File: src/rtl/whack_vga_pkg.sv
// whack_vga_pkg: shared screen geometry, colour codes and arbiter state encoding
package whack_vga_pkg;
  localparam int SCREEN_W = 160;
  localparam int SCREEN_H = 120;
  localparam logic [2:0] BLACK   = 3'd0;
  localparam logic [2:0] BLUE    = 3'd1;
  localparam logic [2:0] GREEN   = 3'd2;
  localparam logic [2:0] CYAN    = 3'd3;
  localparam logic [2:0] RED     = 3'd4;
  localparam logic [2:0] MAGENTA = 3'd5;
  localparam logic [2:0] YELLOW  = 3'd6;
  localparam logic [2:0] WHITE   = 3'd7;
  typedef enum logic [1:0] {
    ST_IDLE = 2'd0,
    ST_DRAW = 2'd1,
    ST_DONE = 2'd2
  } arb_state_t;
endpackage

File: src/rtl/rr_arbiter.sv
// rr_arbiter: combinational round-robin pick, first set request at or above ptr with wrap
module rr_arbiter #(
  parameter int N  = 4,
  parameter int PW = 2
) (
  input  logic [N-1:0]  req,
  input  logic [PW-1:0] ptr,
  output logic [N-1:0]  win,
  output logic          valid
);
  logic [N-1:0] rot, low;
  logic [2*N-1:0] back;
  always_comb begin
    rot = N'({req, req} >> ptr);
    low = rot & -rot;
    back = {{N{1'b0}}, low} << ptr;
    win = back[N-1:0] | back[2*N-1:N];
    valid = |req;
  end
endmodule

File: src/rtl/vga_rect_arbiter.sv
// vga_rect_arbiter: round-robin owner of the VGA pixel port, fills one clipped rectangle per grant
module vga_rect_arbiter #(
  parameter int NUM_REQ  = 4,
  parameter int SCREEN_W = whack_vga_pkg::SCREEN_W,
  parameter int SCREEN_H = whack_vga_pkg::SCREEN_H,
  parameter int DIM_W    = 5
) (
  input  logic                     CLOCK_50,
  input  logic                     reset,
  input  logic [NUM_REQ-1:0]       req,
  input  logic [NUM_REQ*8-1:0]     req_x,
  input  logic [NUM_REQ*7-1:0]     req_y,
  input  logic [NUM_REQ*DIM_W-1:0] req_w,
  input  logic [NUM_REQ*DIM_W-1:0] req_h,
  input  logic [NUM_REQ*3-1:0]     req_color,
  output logic [NUM_REQ-1:0]       gnt,
  output logic [NUM_REQ-1:0]       done,
  output logic                     busy,
  output logic [7:0]               VGA_X,
  output logic [6:0]               VGA_Y,
  output logic [2:0]               VGA_COLOR,
  output logic                     plot
);
  localparam int PW = NUM_REQ > 1 ? $clog2(NUM_REQ) : 1;
  whack_vga_pkg::arb_state_t state;
  logic [PW-1:0] ptr, owner, sel_owner;
  logic [NUM_REQ-1:0] win;
  logic valid;
  logic [7:0] x0, sel_x, bx;
  logic [6:0] y0, sel_y, by;
  logic [DIM_W-1:0] w_q, h_q, sel_w, sel_h, cx, cy, nx, ny;
  logic [2:0] col_q, sel_c, bc;
  logic [8:0] sx;
  logic [7:0] sy;
  logic idle, last_col, last, adv, vis;
  rr_arbiter #(.N(NUM_REQ), .PW(PW)) u_rr (
    .req(req),
    .ptr(ptr),
    .win(win),
    .valid(valid)
  );
  always_comb begin
    sel_owner = '0;
    sel_x = '0;
    sel_y = '0;
    sel_w = '0;
    sel_h = '0;
    sel_c = '0;
    for (int i = 0; i < NUM_REQ; i++)
      if (win[i]) begin
        sel_owner = PW'(i);
        sel_x = req_x[8*i +: 8];
        sel_y = req_y[7*i +: 7];
        sel_w = req_w[DIM_W*i +: DIM_W];
        sel_h = req_h[DIM_W*i +: DIM_W];
        sel_c = req_color[3*i +: 3];
      end
    idle = state == whack_vga_pkg::ST_IDLE;
    last_col = cx == w_q - DIM_W'(1);
    // an empty rectangle still spends its grant cycle in DRAW so done lands one cycle later
    last = w_q == '0 || h_q == '0 || (last_col && cy == h_q - DIM_W'(1));
    adv = idle ? valid : state == whack_vga_pkg::ST_DRAW && !last;
    nx = idle || last_col ? '0 : cx + DIM_W'(1);
    ny = idle ? '0 : last_col ? cy + DIM_W'(1) : cy;
    bx = idle ? sel_x : x0;
    by = idle ? sel_y : y0;
    bc = idle ? sel_c : col_q;
    sx = 9'(bx) + 9'(nx);
    sy = 8'(by) + 8'(ny);
    vis = !(idle && (sel_w == '0 || sel_h == '0)) && sx < 9'(SCREEN_W) && sy < 8'(SCREEN_H);
  end
  always_ff @(posedge CLOCK_50 or posedge reset)
    if (reset) begin
      state <= whack_vga_pkg::ST_IDLE;
      ptr <= '0;
      owner <= '0;
      x0 <= '0;
      y0 <= '0;
      w_q <= '0;
      h_q <= '0;
      col_q <= '0;
      cx <= '0;
      cy <= '0;
      gnt <= '0;
      done <= '0;
      busy <= 1'b0;
      plot <= 1'b0;
      VGA_X <= '0;
      VGA_Y <= '0;
      VGA_COLOR <= whack_vga_pkg::BLACK;
    end else begin
      gnt <= '0;
      done <= '0;
      plot <= adv && vis;
      if (adv) begin
        cx <= nx;
        cy <= ny;
      end
      if (adv && vis) begin
        VGA_X <= sx[7:0];
        VGA_Y <= sy[6:0];
        VGA_COLOR <= bc;
      end
      case (state)
        whack_vga_pkg::ST_IDLE:
          if (valid) begin
            state <= whack_vga_pkg::ST_DRAW;
            owner <= sel_owner;
            x0 <= sel_x;
            y0 <= sel_y;
            w_q <= sel_w;
            h_q <= sel_h;
            col_q <= sel_c;
            gnt <= win;
            busy <= 1'b1;
          end
        whack_vga_pkg::ST_DRAW:
          if (last) begin
            state <= whack_vga_pkg::ST_DONE;
            done <= NUM_REQ'(1) << owner;
            ptr <= owner == PW'(NUM_REQ - 1) ? '0 : owner + PW'(1);
          end
        default: begin
          state <= whack_vga_pkg::ST_IDLE;
          busy <= 1'b0;
        end
      endcase
    end
endmodule

File: config.mk
export PLATFORM = sky130hd
export DESIGN_NAME = vga_rect_arbiter
export DESIGN_NICKNAME = d
export VERILOG_FILES = /design/src/rtl/whack_vga_pkg.sv /design/src/rtl/rr_arbiter.sv /design/src/rtl/vga_rect_arbiter.sv
export SDC_FILE = /design/constraint.sdc
export NUM_CORES = 1
export LEC_CHECK = 0
export BUFFER_PORTS_ARGS = -buffer_cell sky130_fd_sc_hd__buf_2
export CAP_MARGIN = 5
export CORE_UTILIZATION = 56
export CTS_CLUSTER_DIAMETER = 30
export DETAILED_ROUTE_END_ITERATION = 7
export PLACE_DENSITY = 0.86
export RECOVER_POWER = 100
export SYNTH_ARGS = -nofsm -noshare
export SYNTH_HDL_FRONTEND = slang
export SYNTH_SLANG_ARGS = --single-unit
File: constraint.sdc
create_clock -name CLOCK_50 -period 7.9 [get_ports CLOCK_50]
set_input_delay 1.58 -clock CLOCK_50 [delete_from_list [all_inputs] [get_ports CLOCK_50]]
set_output_delay 1.58 -clock CLOCK_50 [all_outputs]
set_load 0.005 [all_outputs]
**Word level (Yosys, flattened, before mapping)**

Cells that the tools add are included.

- Output and inout bits: 28
- Bits in registers: 72
- Word-level logic and storage cells: 101
- Input bits: 118

- Add/subtract/negate cells: 8
- $lt $le $gt $ge: 2
- Reductions and logical operators: 22
- Shift operators: 3
- Bitwise gates (word level): 3
- Multiplexer cells: 40
- Eq/ne operators: 6

Operator list:

| cell | number |
|---|---|
| 5-bit 2-to-1 mux | 11 |
| 8-bit 2-to-1 mux | 5 |
| 7-bit 2-to-1 mux | 5 |
| 5-bit zero test | 4 |
| 4-bit 2-to-1 mux | 4 |
| 3-bit 2-to-1 mux | 5 |
| 5-bit by 1-bit adder with 5-bit output, second input constant | 2 |
| 5-bit equality test | 2 |
| 2-bit 2-to-1 mux | 5 |
| 5-bit by 1-bit subtractor with 5-bit output, second input constant | 2 |
| 8-bit by 5-bit adder with 9-bit output | 1 |
| 9-bit by 8-bit < comparator with 1-bit output, second input constant | 1 |
| 7-bit by 5-bit adder with 8-bit output | 1 |
| 8-bit by 7-bit < comparator with 1-bit output, second input constant | 1 |
| 2-bit AND reduction | 4 |
| 4-bit by 2-bit << shifter with 8-bit output | 1 |
| 8-bit by 2-bit right shift with 4-bit output | 1 |
| 1-bit logical AND | 6 |
| 4-bit bitwise AND | 1 |
| 1-bit logical OR | 4 |
| 2-bit != test, second input constant | 2 |
| 4-bit negation | 1 |
| 4-bit bitwise OR | 1 |
| 2-bit case mux with 2 select lines | 1 |
| 10 further kinds | 13 |

**Longest topological paths before layout**

- Depth in word-level cells: 16
- Mapped depth: 22
- Depth with buffers taken out: 19

**Cells and area by module**

From an unflattened synthesis, not the netlist that was laid out.

- Cells, all modules: 562
- Area total of the unflattened synthesis: 4933.5 um2

By module, submodules not included:

| module | cells each | area an instance (um2) | times used |
|---|---|---|---|
| vga_rect_arbiter | 543 | 4827.1 | 1 |
| rr_arbiter | 19 | 106.4 | 1 |

**Worst setup path after synthesis**

Ideal clock, no wire load.

- Path kind: input port to flip-flop
- Start point: in req[2]
- End point: reg VGA_X[6]
- Setup slack: 2210 ps
- Cell stages on the path: 18
- Buffers on the path: 4
- Arrival time: 5565 ps
- Cells stage by stage: buf_2 nor2_1 o211a_1 buf_2 buf_1 a222oi_1 a21oi_1 a21o_1 ha_1 a21o_1 a21oi_1 nor2_1 a211oi_1 nor3_1 mux2_4 nor3_4 buf_12 mux2_4

- Cells in the longest elaborated chain, start to end: 16
- Elaborated cells between the ends (all ways): 37
- Those cells by class: add/sub (3); order compare (2); shift (2); mux (19); bitwise (2); reduce/logical (9)

Ends and longest elaborated chain:

| item | RTL line | text |
|---|---|---|
| start, declared | vga_rect_arbiter.sv:10 | `input logic [NUM_REQ-1:0] req,` |
| parallel branches: the longest is 16 deep, another holds 8-bit by 5-bit adder with 9-bit output | n/a |  |
| end signal, assigned | vga_rect_arbiter.sv:100 | `VGA_X <= sx[7:0];` |
| end, declared | vga_rect_arbiter.sv:19 | `output logic [7:0] VGA_X,` |

Parallel ways; which one is timed is not known.
A chain may end at the register's enable or synchronous reset.

**Final worst setup path**

- Start point: reg w_q[0]
- End point: reg VGA_X[5]

- Cells in the longest elaborated chain, start to end: 9
- Elaborated cells between the ends (all ways): 20
- Those cells by class: add/sub (3); order compare (2); eq/ne (1); mux (4); reduce/logical (10)

Ends and longest elaborated chain:

| item | RTL line | text |
|---|---|---|
| start, declared | vga_rect_arbiter.sv:31 | `logic [DIM_W-1:0] w_q, h_q, sel_w, sel_h, cx, cy, nx, ny;` |
| start signal, assigned | vga_rect_arbiter.sv:111 | `w_q <= sel_w;` |
| 5-bit by 1-bit subtractor with 5-bit output (*) | vga_rect_arbiter.sv:59 | `last_col = cx == w_q - DIM_W'(1);` |
| 5-bit equality test (*) | vga_rect_arbiter.sv:59 |  |
| 1-bit logical OR (*) | vga_rect_arbiter.sv:63 | `nx = idle \|\| last_col ? '0 : cx + DIM_W'(1);` |
| 5-bit 2-to-1 mux (*) | vga_rect_arbiter.sv:63 |  |
| via nx[1] | vga_rect_arbiter.sv:31 |  |
| 8-bit by 5-bit adder with 9-bit output (*) | vga_rect_arbiter.sv:68 | `sx = 9'(bx) + 9'(nx);` |
| 9-bit by 8-bit < comparator with 1-bit output | vga_rect_arbiter.sv:70 | `vis = !(idle && (sel_w == '0 \|\| sel_h == '0)) && sx < 9'(SCREEN_W) && sy < 8'(SCREEN_H);` |
| 1-bit logical AND (2 in series) | vga_rect_arbiter.sv:70 |  |
| 1-bit logical AND | vga_rect_arbiter.sv:99 | `if (adv && vis) begin` |

The timed path passes the listed nets; every way through them passes the cells marked *.

==> results.sh <==
export IMPL_startpoint_type="flip-flop"
export IMPL_vias_per_cell=6.17
export IMPL_synth_adder_area_share_pct=5.85
export IMPL_grt_pass1_wl_mm=21.8
export IMPL_start_util_pct=57.7
export IMPL_period_needed_ns=6.49
export IMPL_internal_power_mw=1.34
export IMPL_slowest_stage="a2111oi_0"
export IMPL_final_core_util_pct=69.2
export IMPL_top_layer_used="met4"
export IMPL_p_total_mw=2.34
export IMPL_synth_top_family_by_area="compound AO/OA/AOI/OAI gates"
export IMPL_clkSlewWorstSetupHoldPaths_ns=0.08
export IMPL_synth_edff_count=0
export IMPL_hpwlAfterDp_mm=9.69
export IMPL_seq_area_frac_synth_pct=38.0
export IMPL_fill_cells=632
export IMPL_antenna_found_initial=0
export IMPL_max_freq_mhz=154
export IMPL_yosys_most_used_dff="dfrtp_1"
export IMPL_power_frac_comb_pct=56.4
export IMPL_synthToLayoutAreaGrowth_pct=19.8
export IMPL_clock_root_buffer="clkbuf_8"
export IMPL_hold_buffers=0
export IMPL_die_h_um=94.0
export IMPL_ys_ff_latch=72
export IMPL_pre_cts_slack_ns=1.21
export IMPL_yosysWarnings=0
export IMPL_die_area_um2=8840
export IMPL_cts_tree="done"
export IMPL_cts_resized=0
export IMPL_rows=33
export IMPL_place_area_um2=5520
export IMPL_dp_cells=715
export IMPL_wl_per_cell_um=18.4
export IMPL_slew_violations=119
export IMPL_route_vias_total=4511
export IMPL_whs_ns=0.482
export IMPL_grt_pass1_vias=4498
export IMPL_synth_cell_types=70
export IMPL_finClkSkew_ns=0.0114
export IMPL_fin_setup_tns_ns=0
export IMPL_finalNonFillerCells=731
export IMPL_multi_input_area_um2=2700
export IMPL_syn_num_nets=623
export IMPL_outcome="complete, but fails checks"
export IMPL_synth_compound_area_share_pct=25.1
export IMPL_setup_ws_ns=1.41
export IMPL_gr_total_overflow=0
export IMPL_crit_arrival_ns=6.74
export IMPL_cts_path_max_buffers=2
export IMPL_nets=760
export IMPL_synth_top_cell_area_share_pct=38.0
export IMPL_cts_num_sinks=72
export IMPL_path_cells="inv_1, ha_1, nand3b_1, o211ai_1, o21ai_0, a2111oi_0, or2_2, nor2_1, ha_1, a21o_1, a21oi_1, nor2_1, a211oi_1, nor3_1, mux2_1, nor3_4, mux2_2"
export IMPL_wl_mm=13.4
export IMPL_synth_top_area_cell="dfrtp_1"
export IMPL_grt_max_degree=73
export IMPL_leakagePower_nw=2.87
export IMPL_num_antenna_cells=0
export IMPL_drt_iter0_drc=452
export IMPL_end_kind="flip-flop"
export IMPL_drv_cap=3
export IMPL_rsz0062_at_grt="no"
export IMPL_ios=146
export IMPL_die_x_um=94.0
export IMPL_syn_instance_count=484
export IMPL_switching_share_pct=42.7
export IMPL_post_cts_buffers=0
export IMPL_seq_area_um2=1800
export IMPL_io_buffers=145
export IMPL_p_per_area_nw_per_um2=413
export IMPL_dr_wl_met2_mm=6.59
export IMPL_crit_path_max_fanout=19
export IMPL_drc=0
export IMPL_syn_area_um2=4740
export IMPL_worst_path_buf_inv=1
export IMPL_violations="capacitance limit, slew limit"
export IMPL_setup_viol=0
export IMPL_ys_top_cells_by_area="dfrtp_1, a21o_1, ha_1, mux2_2, a21oi_1"
export IMPL_drive_gt1_share_pct=29.4
export IMPL_gp_congestion=0.987
export IMPL_cpPeakStageDelay_ns=1.74
export IMPL_clkPwrFrac_pct=15.6
export IMPL_worstPathRequired_ns=8.15
export IMPL_relSlewSlack_pct=-157
export IMPL_met1_length_mm=5.54
export IMPL_core_area_um2=8220
export IMPL_critPathTopFamily="compound AO/OA/AOI/OAI gates"
export IMPL_seqPwrFrac_pct=28.0
export IMPL_synthXorXnorAreaFrac_pct=5.35
export IMPL_clock_latency_ns=0.36
export IMPL_hold_class="flip-flop to flip-flop"
export IMPL_power_switching_mw=1.00
export IMPL_synthSimpleGateAreaFrac_pct=14.2
export IMPL_setup_worst_path_class="flip-flop to flip-flop"
export IMPL_min_period_over_period_pct=82.2
export IMPL_wl_met3_mm=1.07
export IMPL_async_reset_ff_share_pct=100
export IMPL_cts_max_level=3
export IMPL_cts_made_buffers=9
export IMPL_postLayoutCellArea_um2=5680
export IMPL_grt_use_total_pct=32.4
export IMPL_ant_nets=0
export IMPL_postSynthAreaPerCell_um2=9.80
export IMPL_worst_slew_pin_slew_ns=3.85
export IMPL_dr_pass1_iters=6
export IMPL_vdd_ir_drop_max_v=0.000200
export IMPL_synthMuxAreaShare_pct=7.44
export IMPL_hold_violations=0
power by group through the flow:
stage,combinational (mW),clock [mW],sequential (mW)
floorplan,1.09,0,0.629
global placement,1.33,0,0.651
detailed placement,1.38,0,0.657
CTS,1.40,0.366,0.654
global route,1.45,0.385,0.673
finish,1.32,0.365,0.656
cell usage after synthesis, types with 5 or more instances:
cell,instances
a222oi_1,17
dfrtp_1,72
xnor2_1,16
nand2b_1,7
a21oi_1,34
and3_1,6
a21o_1,32
mux2_2,18
mux2i_1,6
mux2_4,6
and2_1,9
inv_1,17
nand3_1,14
nand2_1,38
clkbuf_1,15
nand4_1,5
nor2_1,31
xor2_1,13
ha_1,19
o21ai_0,14
nor3_1,5
a31oi_1,8
layout by cell type (no fill, tap or decap), drive strengths merged, types with 5 or more instances in the layout:
master	netlist	layout
nand2	40	40
mux2i	6	6
nor3	6	6
mux2	24	24
a21oi	34	34
clkbuf	15	27
a222oi	17	17
and2	10	10
and3	6	6
nor2	31	31
buf	10	135
ha	19	19
xnor2	16	16
o21ai	17	17
xor2	13	13
nand2b	7	7
inv	17	17
nand3	14	14
a21o	32	32
a31oi	8	8
dfrtp	72	72
nand4	5	5
layer usage:
layer	track usage, %	up-vias
met1	41.8	2165
met3	5.99	25
met5	0	-
met4	11.9	0
met2	54.2	257
li1	-	2064
registers in the layout, indices dropped and copies added, names as in the netlist, 3 cells and up:
register and cells:
VGA_COLOR 3, VGA_X 8, VGA_Y 7, col_q 3, cx 5, cy 5
done 4, gnt 4, h_q 5, w_q 5, x0 8, y0 7
final timing paths:
path | depth (start not counted) | slack [ns] | startpoint | end
min in group asynchronous | 3 | 2.70 | reset | cx[2]
worst max register to register | 17 | 1.41 | w_q[0] | VGA_X[5]
max in group asynchronous | 3 | 3.03 | reset | VGA_Y[2]
worst max-delay path | 17 | 1.41 | w_q[0] | VGA_X[5]
worst min-delay path | 1 | 0.48 | col_q[2] | col_q[2]
worst min register to register | 1 | 0.48 | col_q[2] | col_q[2]
cells by family (layout without fill, tap and decap cells):
family | Yosys count | count (layout)
AOI/OAI and AO/OA | 156 | 156
adders and majority gates | 21 | 21
and+or+nand+nor | 134 | 134
DFF | 72 | 72
buffers and inverters | 42 | 184
xor gates and xnor gates | 29 | 29
muxes | 30 | 30
worst register-to-register path: stages, from the launching register on:
cell       delay (ns)
dfrtp_1          0.44
inv_1            0.11
ha_1             0.24
nand3b_1         0.10
o211ai_1         0.09
o21ai_0          0.12
a2111oi_0        1.74
or2_2            0.40
nor2_1           0.11
ha_1             0.31
a21o_1           0.18
a21oi_1          0.23
nor2_1           0.09
a211oi_1         0.49
nor3_1           0.14
mux2_1           0.38
nor3_4           0.80
mux2_2           0.43
final cells by class:
type	instances	share of cell area, %
multi-input combinational	370	47.4
sequential	72	31.7
timing repair buffer	151	13.1
clock buffer	11	2.49
tap	105	2.31
clock inverter	5	1.83
inverter	17	1.12
(Power assumes the default switching activity.)
